==> config.mk <==
export PLATFORM = sky130hd
export DESIGN_NAME = div_seq_ctrl
export DESIGN_NICKNAME = d
export VERILOG_FILES = /design/src/rtl/div_seq_ctrl.sv
export SDC_FILE = /design/constraint.sdc
export NUM_CORES = 1
export LEC_CHECK = 0
export CORE_MARGIN = 3
export CORE_UTILIZATION = 45
export CTS_BUF_LIST = sky130_fd_sc_hd__clkbuf_16
export DETAILED_ROUTE_END_ITERATION = 10
export PLACE_DENSITY_LB_ADDON = 0.15
export SYNTH_ARGS = -nofsm -noshare
export SYNTH_HDL_FRONTEND = slang
export SYNTH_SLANG_ARGS = --single-unit
==> constraint.sdc <==
create_clock -name clk -period 2.51 [get_ports clk]
set_input_delay 0.251 -clock clk [delete_from_list [all_inputs] [get_ports clk]]
set_output_delay 0.251 -clock clk [all_outputs]
set_load 0.05 [all_outputs]
==> src/rtl/div_seq_ctrl.sv <==
// -----------------------------------------------------------------------------
// div_seq_ctrl
// Sequential controller for 32-bit unsigned restoring division. It drives the
// shared combinational ALU (Src1/Src2/Funct) and consumes ALU_result and
// ALU_Carry to produce one quotient bit per cycle over 32 iterations.
//
// Optional build macro: DIV_EARLY_OUT_EN
//   When defined, a request with a nonzero divisor larger than the dividend
//   completes in one cycle (quotient 0, remainder = dividend) without
//   iterating. When undefined, such requests take the normal 32-step path.
// -----------------------------------------------------------------------------
module div_seq_ctrl #(
    parameter logic [5:0] FUNCT_DIV = 6'b000010,
    parameter logic [5:0] FUNCT_NOP = 6'b000000
) (
    input  logic        clk,
    input  logic        rst_n,
    input  logic        start,
    input  logic [31:0] dividend,
    input  logic [31:0] divisor,
    input  logic [31:0] alu_result,
    input  logic        alu_carry,
    output logic [31:0] alu_src1,
    output logic [31:0] alu_src2,
    output logic [5:0]  alu_funct,
    output logic [31:0] quotient,
    output logic [31:0] remainder,
    output logic        busy,
    output logic        done,
    output logic        div_by_zero
);

    typedef enum logic [1:0] {
        ST_IDLE = 2'd0,
        ST_BUSY = 2'd1,
        ST_DONE = 2'd2
    } state_t;

    state_t      state_r;
    logic [31:0] rem_r;          // partial remainder R
    logic [31:0] quo_r;          // dividend shifting out / quotient shifting in
    logic [31:0] dvs_r;          // latched divisor D
    logic [5:0]  cnt_r;          // iterations completed
    logic [31:0] quotient_r;
    logic [31:0] remainder_r;
    logic        dbz_r;

    logic [32:0] shift_s;        // {R, Q[31]}: remainder shifted left with next dividend bit
    logic        overflow_s;     // shifted remainder >= 2^32, subtract cannot borrow
    logic [31:0] local_diff_s;   // private subtractor used only in the overflow case
    logic [31:0] next_rem_s;
    logic [31:0] next_quo_s;
    logic        early_s;        // request resolvable without iterating

    // Next partial remainder and quotient for the current iteration.
    always_comb begin
        shift_s      = {rem_r, quo_r[31]};
        overflow_s   = shift_s[32];
        local_diff_s = shift_s[31:0] - dvs_r;
        if (overflow_s) begin
            // The ALU only sees 32 bits and would report a false borrow here,
            // so its result is ignored and the local subtractor is used.
            next_rem_s = local_diff_s;
            next_quo_s = {quo_r[30:0], 1'b1};
        end else begin
            next_rem_s = alu_result;
            next_quo_s = {quo_r[30:0], ~alu_carry};
        end
    end

    // Detect operands whose result is known at the accepting edge.
    always_comb begin
`ifdef DIV_EARLY_OUT_EN
        if (dividend < divisor) begin
            early_s = 1'b1;
        end else begin
            early_s = 1'b0;
        end
`else
        early_s = 1'b0;
`endif
    end

    // Control state, iteration datapath and result registers.
    always_ff @(posedge clk or negedge rst_n) begin
        if (!rst_n) begin
            state_r     <= ST_IDLE;
            rem_r       <= 32'd0;
            quo_r       <= 32'd0;
            dvs_r       <= 32'd0;
            cnt_r       <= 6'd0;
            quotient_r  <= 32'd0;
            remainder_r <= 32'd0;
            dbz_r       <= 1'b0;
        end else begin
            case (state_r)
                ST_IDLE, ST_DONE: begin
                    if (start) begin
                        if (divisor == 32'd0) begin
                            quotient_r  <= 32'hFFFF_FFFF;
                            remainder_r <= dividend;
                            dbz_r       <= 1'b1;
                            state_r     <= ST_DONE;
                        end else if (early_s) begin
                            quotient_r  <= 32'd0;
                            remainder_r <= dividend;
                            dbz_r       <= 1'b0;
                            state_r     <= ST_DONE;
                        end else begin
                            rem_r   <= 32'd0;
                            quo_r   <= dividend;
                            dvs_r   <= divisor;
                            cnt_r   <= 6'd0;
                            dbz_r   <= 1'b0;
                            state_r <= ST_BUSY;
                        end
                    end else begin
                        state_r <= ST_IDLE;
                    end
                end
                ST_BUSY: begin
                    // start is deliberately not looked at here.
                    rem_r <= next_rem_s;
                    quo_r <= next_quo_s;
                    cnt_r <= cnt_r + 6'd1;
                    if (cnt_r == 6'd31) begin
                        quotient_r  <= next_quo_s;
                        remainder_r <= next_rem_s;
                        state_r     <= ST_DONE;
                    end else begin
                        state_r <= ST_BUSY;
                    end
                end
                default: begin
                    state_r <= ST_IDLE;
                end
            endcase
        end
    end

    // ALU operand/function drive, decoded from registered state only.
    always_comb begin
        if (state_r == ST_BUSY) begin
            alu_src1  = shift_s[31:0];
            alu_src2  = dvs_r;
            alu_funct = FUNCT_DIV;
        end else begin
            alu_src1  = 32'd0;
            alu_src2  = 32'd0;
            alu_funct = FUNCT_NOP;
        end
    end

    // Status and result outputs come straight from registers.
    always_comb begin
        busy        = (state_r == ST_BUSY);
        done        = (state_r == ST_DONE);
        quotient    = quotient_r;
        remainder   = remainder_r;
        div_by_zero = dbz_r;
    end

endmodule

# ---- Word level (Yosys, flattened, before mapping)
# Index checks and enable logic that the tools add are counted.
dict set report op_classes {
  eq_ne 7
  n_reduce_logical 8
  addsub 2
  bitwise_logic 2
  muxes 27
}
# operator n
set op_table {}
lappend op_table {{$mux W32} 13}
lappend op_table {{$pmux W32 S2} 4}
lappend op_table {{$logic_not A32 Y1} 1}
lappend op_table {{$sub A32 B32 Y32} 1}
lappend op_table {{$mux W6} 2}
lappend op_table {{$pmux W6 S2} 1}
lappend op_table {{$mux W2} 4}
lappend op_table {{$add A6 B1 Y6 const B} 1}
lappend op_table {{$eq A6 B5 Y1 const B} 1}
lappend op_table {{$ne A2 B2 Y1 const B} 3}
lappend op_table {{$reduce_and A3 Y1} 2}
lappend op_table {{$pmux W2 S2} 1}
lappend op_table {{$reduce_and A4 Y1} 1}
lappend op_table {{$eq A2 B1 Y1 const B} 1}
lappend op_table {{$eq A2 B2 Y1 const B} 1}
lappend op_table {{$logic_not A2 Y1} 1}
lappend op_table {{$mux W1} 2}
lappend op_table {{$ne A2 B1 Y1 const B} 1}
lappend op_table {{$not A1 Y1} 2}
lappend op_table {{$reduce_and A2 Y1} 1}
lappend op_table {{$reduce_bool A2 Y1} 1}
lappend op_table {{$reduce_or A2 Y1} 1}
dict set report word_totals {
  out_inout_bits 137
  regBits 169
  in_bits 100
}

# ---- Longest topological paths before layout
dict set report depth {
  depth_word 4
  mapped_depth 12
  ltp_nobuf 12
}

# ---- Worst setup path after synthesis
# No wires, ideal clock.
dict set report synth_path {
  path_type {reg2reg}
  from {register quo_r[31]}
  to {register remainder_r[26], in the netlist remainder[26]}
  path_stages_with_launch 13
  setup_ps 142
  synth_period_minus_slack_ps 2698
  slack_ps -188
  arrival_ps 2556
  cell_sequence {dfrtp_1 -> inv_1 -> ha_1 -> inv_1 -> fa_1 -> a211oi_1 -> o21ai_0 -> nand4_1 -> nand3_1 -> o21ai_0 -> nor3_1 -> a2111oi_0 -> o31ai_1}
}
dict set report synth_via {
  elab_chain_cells 4
}
# item line
set synth_lines {}
lappend synth_lines {{start, declared} 41} ;# logic [31:0] quo_r;
lappend synth_lines {{start signal, assigned} 111} ;# quo_r <= dividend;
lappend synth_lines {{start signal, assigned} 124} ;# quo_r <= next_quo_s;
lappend synth_lines {{$sub A32 B32 Y32} 59} ;# local_diff_s = shift_s[31:0] - dvs_r;
lappend synth_lines {{$mux W32} 60} ;# if (overflow_s) begin
lappend synth_lines {{$mux W32} 126} ;# if (cnt_r == 6'd31) begin
lappend synth_lines {{$pmux W32 S2} 96} ;# case (state_r)
lappend synth_lines {{end signal, assigned} 101} ;# remainder_r <= dividend;
lappend synth_lines {{end signal, assigned} 106} ;# remainder_r <= dividend;
lappend synth_lines {{end signal, assigned} 128} ;# remainder_r <= next_rem_s;
lappend synth_lines {{end, declared} 45} ;# logic [31:0] remainder_r;
# Every way passes these cells. The select of a mux whose other input is x is not followed.
# A chain may end at the register's enable or synchronous reset.

# ---- Worst setup path in the final report
dict set report layout_path {
  from {register quo_r[31]}
  to {register remainder_r[22], in the netlist remainder[22]}
}
# The elaborated chain is that of the path after synthesis.

==> key figures <==
Min path
  • Hold WC Path Type: primary input to async pin

Cells and area
  • Fin cells: between 1.5k and 2k
  • Layout area overhead: 54.8%
  • Diodes inserted: 0
  • Final core occ: 71.9%
  • Layout cells sized above 1: 23.7%
  • Finished Cell Area: 0.0148 mm²
  • Final #Nets: 1591

Logic synthesis
  • Synth async-reset ratio: 100%
  • Synth Register Bits: 169
  • Sequential area share after synthesis: between 40 and 50%
  • Syn avg cell area: approximately 8.4 µm²
  • Synthesis warning total: 0
  • Yosys cell types: 80
  • Ys flop type: dfrtp_1
  • Synthesized area: between 0.009 and 0.01 mm²
  • EDFF count, synth: 0
  • Synth Instances: around 1.1k

Worst setup path
  • R2r startpoint: quo_r[31]
  • Endpoint class of the critical path: flip-flop
  • R2r worst-path depth: 13
  • Maximum fanout along the worst path: 4
  • CP Data Arrival Time: 2990 ps
  • CP required: 2880 ps
  • CP Class: flip-flop to flip-flop
  • Startpoint Class: flip-flop
  • Reg2reg end: remainder[22]
  • R2r setup slk: -110 ps

Floorplanning
  • Top-level port count: ~240
  • Vert. Die Dim: ~150 µm
  • Initial Utilization: a little under half
  • Core area: about 0.02 mm²
  • Die X: 152 µm
  • Row cnt: 52
  • Die area: between 0.02 and 0.025 mm²

GRT
  • Largest net degree at the start of global routing: 100
  • Vias in the first global route: between 9k and 10k
  • First-pass GRT wire length: around 52000 µm
  • Global Route Usage Sum: between 20% and 30%
  • Initial antenna violation count: 2
  • Global route total overflow: 0

Clocking
  • CTS tree: yes
  • Num CTS Buffers: 17
  • CTS Root Cell: clkbuf_16
  • Sink count of the clock tree: approximately 170
  • Clock Path Buffers: 2
  • Worst-path clk slew: approximately 80 ps
  • CTS H-tree lvls: 4
  • Worst skew pair latency: around 440 ps

Timing
  • Max-slew headroom: between 60% and 70%
  • Fmax: between 0.3 and 0.4 GHz
  • Min Tclk post-route: between 2000 and 3000 ps
  • Fin crit share: 104%
  • Final setup fails: 15
  • Sum Neg Setup Slack: -702 ps
  • Final WS setup: -112 ps
  • Slew Limit Fails: 0
  • Worst Tran Pin Value: roughly 560 ps
  • Final Skew: 9.41 ps
  • RSZ-0062 raised after global routing: yes
  • Final Hold Viols: 0

Placement
  • Placed cell count: around 1.7k
  • Port buffer count: about 230
  • Post-place setup slack: -408 ps
  • HPWL after DPL: roughly 25000 µm
  • Gp weighted congestion: ~0.94
  • Dpl cell area: roughly 0.014 mm²

Outcome
  • Status: finished, violations left
  • Failing checks: negative setup slack

Detailed routing
  • Via count: roughly 9.6k
  • Antenna Nets Post-Route: 0
  • DRT iter0 DRCs: roughly 590
  • DRT Pass-1 Iters: 6
  • Via/cell ratio: ~5.5
  • DRC viols: 0
  • Final wirelength: about 34000 µm
  • WL/cell: between 15 and 20 µm

Job
  • Max-Cap Viols: 0

Power
  • Leakage: around 0.0065 µW
  • Max VDD drop: between 0.0008 and 0.0009 V
  • Power per cell area: around 1700 mW/mm²
-- synth_stat cells (3+ instances only) --
master	n	area share [%]
a211o_1	3	0.28
a211oi_1	9	0.71
a21o_1	15	1.2
a21o_2	3	0.28
a21oi_1	99	5.2
a31o_2	6	0.55
a31oi_1	42	2.8
and2_1	33	2.2
and3_1	7	0.46
buf_1	10	0.39
buf_4	7	0.55
buf_6	4	0.47
clkbuf_1	53	2.1
clkbuf_8	3	0.43
dfrtp_1	169	44
ha_1	33	4.3
inv_1	43	1.7
mux2_2	4	0.47
mux2i_1	12	1.3
nand2_1	176	6.9
nand3_1	24	1.3
nand4_1	11	0.72
nor2_1	144	5.7
nor2b_1	4	0.26
nor3_1	9	0.47
nor4_1	10	0.66
o211ai_1	5	0.39
o21a_1	6	0.47
o21ai_0	94	4.9
o21bai_1	4	0.31
o31ai_1	7	0.55
o41ai_1	3	0.28
or3_1	6	0.39
xnor2_1	18	1.7
xor2_1	8	0.73
-- layout by cell type, fill, tap and decap left out, types with 6 or more instances in the layout --
cell type	instances
buf_12	74
inv_8	6
a31oi_1	42
a31o_2	6
buf_4	133
nand4_1	11
nand2_1	175
nand3_1	22
mux2i_1	11
clkdlybuf4s50_1	164
xor2_1	7
clkbuf_16	17
nor4_1	9
ha_1	16
inv_2	9
o21ai_1	14
dfrtp_1	169
and3_1	7
nor2_1	135
o21a_1	6
a21oi_1	97
o21ai_0	76
and2_1	33
a21o_1	15
inv_1	36
xnor2_1	16
buf_6	7
nor2_2	7
ha_4	14
-- layout make-up --
class / count / area [µm²]
Fill cell: 1643 / 5780
Sequential cell: 169 / 4230
Clock buffer: 17 / 425
Timing Repair Buffer: 379 / 4210
Inverter: 45 / 169
Clock inverter: 14 / 151
Tap cell: 270 / 338
Multi-Input combinational cell: 845 / 5260
-- stage by stage --
stage,hold WS (ps),power [µW]
detailed placement,202,20200
finish,309,24500
CTS,301,23700
floorplan,-44.6,13600
global route,349,25800
global placement,203,20000
-- how the worst max path moves through the flow --
stage | from | to | cells past startpoint
final | quo_r[31] | remainder[22] | 13
after global placement | quo_r[31] | remainder[26] | 13
after detailed placement | quo_r[31] | remainder[26] | 13
after global routing | quo_r[31] | remainder[26] | 13
after CTS | quo_r[31] | rem_r[22] | 12
after floorplan | quo_r[31] | remainder[26] | 12
-- flip-flops by register name (all words and copies together), names as in the netlist --
signal	count
cnt_r	6
quotient	32
quo_r	32
div_by_zero	1
dvs_r	32
rem_r	32
state_r	2
remainder	32
-- repair_timing --
action / 4_1_cts / 5_1_grt
hold buffers: 1 / 0
gates resized for setup: 57 / 53
pin swaps: 15 / 41
endpoints found under the setup margin: 48 / 47
hold endpoints to repair: 40 / 0
buffers inserted: 8 / 6
cloned: 0 / 0
-- cell families (layout without fill, tap and decap cells) --
family                   Yosys count  count (layout)  synth area share (%)
AO/OA/AOI/OAI                    323             323                  20.6
XOR/XNOR                          26              26                  2.39
adder cells (fa/ha/maj)           34              34                  4.54
buffers and inverters            126             455                  6.02
flip-flops                       169             169                  44.3
multiplexers                      16              16                  1.73
other                              1               5                0.0393
AND/OR/NAND/NOR                  441             441                  20.4
-- worst max-delay path, stage by stage (launching register included) --
cell and delay, ps:
dfrtp_1 390, inv_2 90, ha_4 130, inv_2 30, fa_2 380, a211oi_4 270, o21ai_2 140, nand4_1 150
nand4_1 190, a31oi_1 260, xnor2_1 150, mux2i_1 110, buf_4 170, o21ai_1 100
-- metal layers --
| layer | up-vias | global-route usage (%) | routed length, µm | part of all wire (%) |
|---|---|---|---|---|
| met5 | - | 0 | 15 | 0.045 |
| met4 | 2 | 6.33 | 513 | 1.5 |
| met3 | 39 | 6.48 | 2690 | 8.0 |
| met2 | 375 | 42.7 | 14700 | 44 |
| met1 | 4598 | 44.0 | 15600 | 47 |
| li1 | 4564 | - | - | - |
-- report_power, final --
part / leakage, µW / switching [µW] / internal [µW]
Combinational: 0.00430 / 9680 / 7590
Sequential: 0.00193 / 760 / 3830
Clock: 0.000281 / 1290 / 1330
Total: 0.00651 / 11700 / 12700
Power figures use the tool's default switching activity.
